[config.mk]
export PLATFORM = sky130hd
export DESIGN_NAME = apb_slave_mem_param
export DESIGN_NICKNAME = d
export VERILOG_FILES = /design/src/rtl/apb_slave_mem_param.sv
export SDC_FILE = /design/constraint.sdc
export NUM_CORES = 1
export LEC_CHECK = 0
export BUFFER_PORTS_ARGS = -buffer_cell sky130_fd_sc_hd__buf_2
export CAP_MARGIN = 40
export CORE_ASPECT_RATIO = 0.75
export CORE_UTILIZATION = 30
export CTS_CLUSTER_SIZE = 40
export DETAILED_ROUTE_END_ITERATION = 6
export GPL_ROUTABILITY_DRIVEN = 0
export PLACE_DENSITY_LB_ADDON = 0.08
export SYNTH_ARGS = -nofsm -noshare
export SYNTH_HDL_FRONTEND = slang
export SYNTH_SLANG_ARGS = --single-unit
[constraint.sdc]
create_clock -name clk -period 3.9 [get_ports clk]
set_input_delay 0.78 -clock clk [delete_from_list [all_inputs] [get_ports clk]]
set_output_delay 0.78 -clock clk [all_outputs]
set_load 0.01 [all_outputs]
[src/rtl/apb_slave_mem_param.sv]
// APB slave with an internal word-addressed memory, programmable wait states and
// out-of-range error response. Define APB_SLAVE_MEM_STRB_EN to add byte write strobes.
module apb_slave_mem_param #(
  parameter int DATA_W   = 8,
  parameter int ADDR_W   = 8,
  parameter int DEPTH    = 64,
  parameter int NSEL     = 4,
  parameter int SLAVE_ID = 1,
  parameter int WAIT_W   = 4
) (
  input  logic              clk,
  input  logic              rst_n,
  input  logic [NSEL-1:0]   sel,
  input  logic              enable,
  input  logic              write,
  input  logic [ADDR_W-1:0] addr,
  input  logic [DATA_W-1:0] wdata,
  input  logic [WAIT_W-1:0] wait_cycles,
`ifdef APB_SLAVE_MEM_STRB_EN
  input  logic [DATA_W/8-1:0] strb,
`endif
  output logic [DATA_W-1:0] rdata,
  output logic              ready,
  output logic              slverr
);

  // state  | meaning
  // IDLE   | waiting for sel with enable low
  // SETUP  | request latched, waiting for enable
  // ACCESS | counting wait states; ready pulses when the count is exhausted
  typedef enum logic [1:0] {ST_IDLE, ST_SETUP, ST_ACCESS} state_t;

  localparam int NB    = DATA_W / 8;
  localparam int IDX_W = (DEPTH > 1) ? $clog2(DEPTH) : 1;
  localparam logic [ADDR_W:0] DEPTH_EXT = (ADDR_W + 1)'(DEPTH);

  state_t              state_q, state_d;
  logic [ADDR_W-1:0]   addr_q, addr_d;
  logic                wr_q, wr_d;
  logic [DATA_W-1:0]   wdata_q, wdata_d;
  logic [WAIT_W-1:0]   cnt_q, cnt_d;
  logic [DATA_W-1:0]   rdata_q, rdata_d;
  logic                ready_q, ready_d;
  logic                slverr_q, slverr_d;
  logic [NB-1:0]       strb_q, strb_d;

  logic [DATA_W-1:0]   mem [DEPTH];
  logic [DATA_W-1:0]   mem_rd;
  logic [DATA_W-1:0]   wmask;
  logic [IDX_W-1:0]    idx;
  logic                sel_me, in_range, latch, complete, mem_we;
  logic                sel_unused;

  assign sel_me     = sel[SLAVE_ID];
  assign sel_unused = ^sel;
  assign idx        = addr_q[IDX_W-1:0];
  assign in_range   = {1'b0, addr_q} < DEPTH_EXT;
  assign mem_rd     = mem[idx];
  assign mem_we     = complete && wr_q && in_range;

`ifdef APB_SLAVE_MEM_STRB_EN
  assign strb_d = latch ? strb : strb_q;
`else
  assign strb_d = '1;
`endif

  always_comb begin
    wmask = '0;
    for (int b = 0; b < NB; b++) wmask[b*8 +: 8] = {8{strb_q[b]}};
  end

  always_comb begin
    state_d  = state_q;
    addr_d   = addr_q;
    wr_d     = wr_q;
    wdata_d  = wdata_q;
    cnt_d    = cnt_q;
    rdata_d  = rdata_q;
    ready_d  = 1'b0;
    slverr_d = 1'b0;
    latch    = 1'b0;
    complete = 1'b0;
    case (state_q)
      ST_IDLE: begin
        if (sel_me && !enable) begin
          state_d = ST_SETUP;
          latch   = 1'b1;
        end
      end
      ST_SETUP: begin
        if (!sel_me) begin
          state_d = ST_IDLE;
        end else if (!enable) begin
          latch = 1'b1;
        end else begin
          state_d  = ST_ACCESS;
          complete = (cnt_q == '0);
        end
      end
      ST_ACCESS: begin
        if (ready_q) begin
          state_d = ST_IDLE;
        end else if (!sel_me || !enable) begin
          state_d = ST_IDLE;
        end else if (cnt_q != '0) begin
          cnt_d    = cnt_q - WAIT_W'(1);
          complete = (cnt_q == WAIT_W'(1));
        end
      end
      default: state_d = ST_IDLE;
    endcase
    if (latch) begin
      addr_d  = addr;
      wr_d    = write;
      wdata_d = wdata;
      cnt_d   = wait_cycles;
    end
    // Completion is decided one edge early so ready, rdata and the write land together.
    if (complete) begin
      ready_d  = 1'b1;
      slverr_d = !in_range;
      if (!wr_q) rdata_d = in_range ? mem_rd : '0;
    end
  end

  always_ff @(posedge clk or negedge rst_n) begin
    if (!rst_n) begin
      state_q  <= ST_IDLE;
      addr_q   <= '0;
      wr_q     <= 1'b0;
      wdata_q  <= '0;
      cnt_q    <= '0;
      strb_q   <= '0;
      rdata_q  <= '0;
      ready_q  <= 1'b0;
      slverr_q <= 1'b0;
    end else begin
      state_q  <= state_d;
      addr_q   <= addr_d;
      wr_q     <= wr_d;
      wdata_q  <= wdata_d;
      cnt_q    <= cnt_d;
      strb_q   <= strb_d;
      rdata_q  <= rdata_d;
      ready_q  <= ready_d;
      slverr_q <= slverr_d;
    end
  end

  // Memory contents survive reset.
  always_ff @(posedge clk) begin
    if (mem_we) mem[idx] <= (mem_rd & ~wmask) | (wdata_q & wmask);
  end

  assign rdata  = rdata_q;
  assign ready  = ready_q;
  assign slverr = slverr_q;

endmodule

==> results.txt <==
Core Area - 71,900 um2
Buffers on Ports - 34
Dpl hpwl - 38,700 um
Worst reg-to-reg setup slack - 0.22 ns
TritonCTS clock tree - built
Initial drt markers - 849
Critical Path End Type - flip-flop
Filler cells - 6,865
Vias in the first global route - 12,000
Die H - 236 um
Pwr Total - 21.8 mW
Tcrit/Tclk final - 94.3%
Max Clock Freq - 272 MHz
CTS Buffer Depth - 3
Measured slew at the worst slew-check pin - 0.690 ns
Die area - 73,800 um2
EDFF count, synth - 512
CTS Sinks - 546
Setup Buffers After CTS - 0
Maxcap violations - 0
Pwr dens - 844 nW/um2
Fin. Hold Viols - 0
Utilization after layout - 35.9%
I/O pin cnt - 38
Slew Limit Fails - 0
DR vias/cell - 4.99
First-pass GRT wire length - 88,700 um
Largest net degree at the start of global routing - 65
Initial antenna violation count - 4
Synth cell types - 58
# hold bufs at CTS - 1
Endpoints failing setup - 0
RSZ-0062 raised after global routing - false
Mapped Cells - 1,335
Worst min path class - primary input to flip-flop
NumNets Final - 1,512
Root Buffer Master - clkbuf_16
CTS clk-pin slew, worst paths - 0.07 ns
Clk_lat worst skew - 0.62 ns
Worst VDD drop - 599 uV
CTS HTree Levels - 2
Setup CP Type - flip-flop to flip-flop
Post-Route Setup TNS - 0 ns
Critical Path Source - addr_q[2]
Residual DRC - 0
Req. time, crit path - 4.23 ns
Register area share after synthesis - 74.4%
Design Area, Final - 25,800 um2
Row Count - 85
Yosys Warn Count - 0
CP Max Fanout - 47
Cts repair resizes - 0
GRT overflow - 0
Per-cell routed wire length - 24.8 um
Vias - 12,300
Max-slew headroom - 53.9%
Crit path launch type - flip-flop
Total wire length - 61,400 um
Syn avg cell area - 16.3 um2
CTS buffer count - 55
DR pass1 iterations - 7
Clock skew - 0.0190 ns
Share of cells above drive strength 1 - 19.6%
#FFs+latches synth - 546
Hold_sp - wdata[6]
Total track usage - 16.7%
Hold_ws - 0.368 ns
Primary FF master, synth - edfxtp_1
Reg2reg start - addr_q[2]
Initial Util - 30.3%
Status - complete, no violations
Fin crit period - 3.68 ns
Lkg Pwr - 8.78 nW
CP arrival - 4.00 ns
Synth async-reset ratio - 6.23%
DIE WIDTH - 313 um
Remaining antenna violation count - 0
Mapped cell area - 21,800 um2
Post-DP Area - 24,100 um2
Synth-to-layout area growth - 18.3%
Syn Nets - 1,368
## cell type report
| type | instances | area [um2] | share of cell area [%] |
|---|---|---|---|
| Multi-Input combinational cell | 653 | 4960 | 19.2 |
| Clock inverter | 24 | 245 | 0.950 |
| Antenna cell | 2 | 5.00 | 0.0194 |
| Timing Repair Buffer | 177 | 1510 | 5.85 |
| Inverter | 46 | 173 | 0.669 |
| Tap cell | 957 | 1200 | 4.64 |
| Clock buffer | 72 | 1480 | 5.75 |
| Sequential cell | 546 | 16200 | 62.9 |
## placed cells by master (no fill, tap or decap), types with 20 or more instances in the layout
cell,Yosys,routed
edfxtp_1,512,512
mux2i_1,129,128
buf_4,4,121
nor2_1,82,82
nand2_1,64,64
clkbuf_16,0,57
inv_1,46,46
a221oi_1,45,45
o22ai_1,44,44
o32ai_1,35,35
buf_2,45,34
dfrtp_1,34,31
mux2_2,26,26
o21ai_0,24,24
o22a_1,23,23
a221o_1,22,22
o21a_1,21,21
buf_12,0,21
a21oi_1,20,20
## state kept, by name (all words and copies together), names as in the netlist, 2 cells and up
name and count:
mem 512, wdata_q 8, rdata 8, addr_q 8, cnt_q 4, state_q 2
## power by group
group / switching [mW] / leakage, nW / internal (mW)
Combinational: 5.38 / 2.90 / 2.65
Clock: 2.23 / 0.833 / 2.99
Sequential: 0.221 / 5.05 / 8.32
## stage by stage
step / setup WS (ns) / std cells
final: 0.222 / 2477
after global routing: 0.0898 / 2475
after CTS: 0.278 / 2475
after detailed placement: 0.304 / 2378
after global placement: 0.292 / 2377
after floorplan: 0.609 / 1335
## logic make-up (layout without fill, tap and decap cells)
logic type	Yosys count	count (layout)	synth area share, %
mux	163	163	8.12
compound gates	288	288	10.2
fa+ha+maj	5	5	0.287
flops	546	546	74.4
buf+inv	136	319	3.02
simple gates	196	196	4.03
other cells	1	3	0.0172
## per-layer routing
metal / vias up / global-route usage, % / wire length (um)
met3: 87 / 2.47 / 2910
met5: - / 0 / 0
met1: 6363 / 26.7 / 31600
met2: 292 / 23.2 / 25500
met4: 0 / 4.52 / 1340
li1: 5607 / - / -
## critical path, stage by stage (launching register included)
cell	delay (ns)
dfrtp_4	0.57
buf_12	0.30
buf_12	0.30
mux4_1	0.34
mux2i_1	0.27
o22ai_1	0.28
a221o_1	0.34
nor4_1	0.29
buf_4	0.21
mux2i_4	0.12
buf_12	0.21
## path summary, 6_finish.rpt
check / end / depth (start not counted)
max: mem[44][6] / 10
min: wdata_q[6] / 3
max reg2reg: mem[44][6] / 10
min reg2reg: rdata[6] / 2
max in group asynchronous: addr_q[1] / 3
min in group asynchronous: cnt_q[0] / 2
## cells in the mapped netlist, types with 3 or more instances
library cell,instances,area (um2)
a21oi_1,20,100
a221o_1,22,220
a221oi_1,45,394
a22o_1,16,140
buf_1,8,30.0
buf_2,45,225
buf_4,4,30.0
buf_6,10,113
clkbuf_1,21,78.8
dfrtp_1,34,851
edfxtp_1,512,15400
ha_1,5,62.6
inv_1,46,173
mux2_2,26,293
mux2i_1,129,1290
mux4_2,6,135
nand2_1,64,240
nand2b_1,6,37.5
nand3_1,4,20.0
nand3b_1,3,22.5
nor2_1,82,308
nor2b_1,3,18.8
nor3_1,7,35.0
nor3b_1,3,22.5
o2111ai_1,6,52.6
o21a_1,21,158
o21ai_0,24,120
o22a_1,23,201
o22ai_1,44,275
o31ai_1,18,135
o32ai_1,35,307
or2_2,3,18.8
or4_1,6,45.0
No activity file was read; power rests on OpenSTA's default activity.
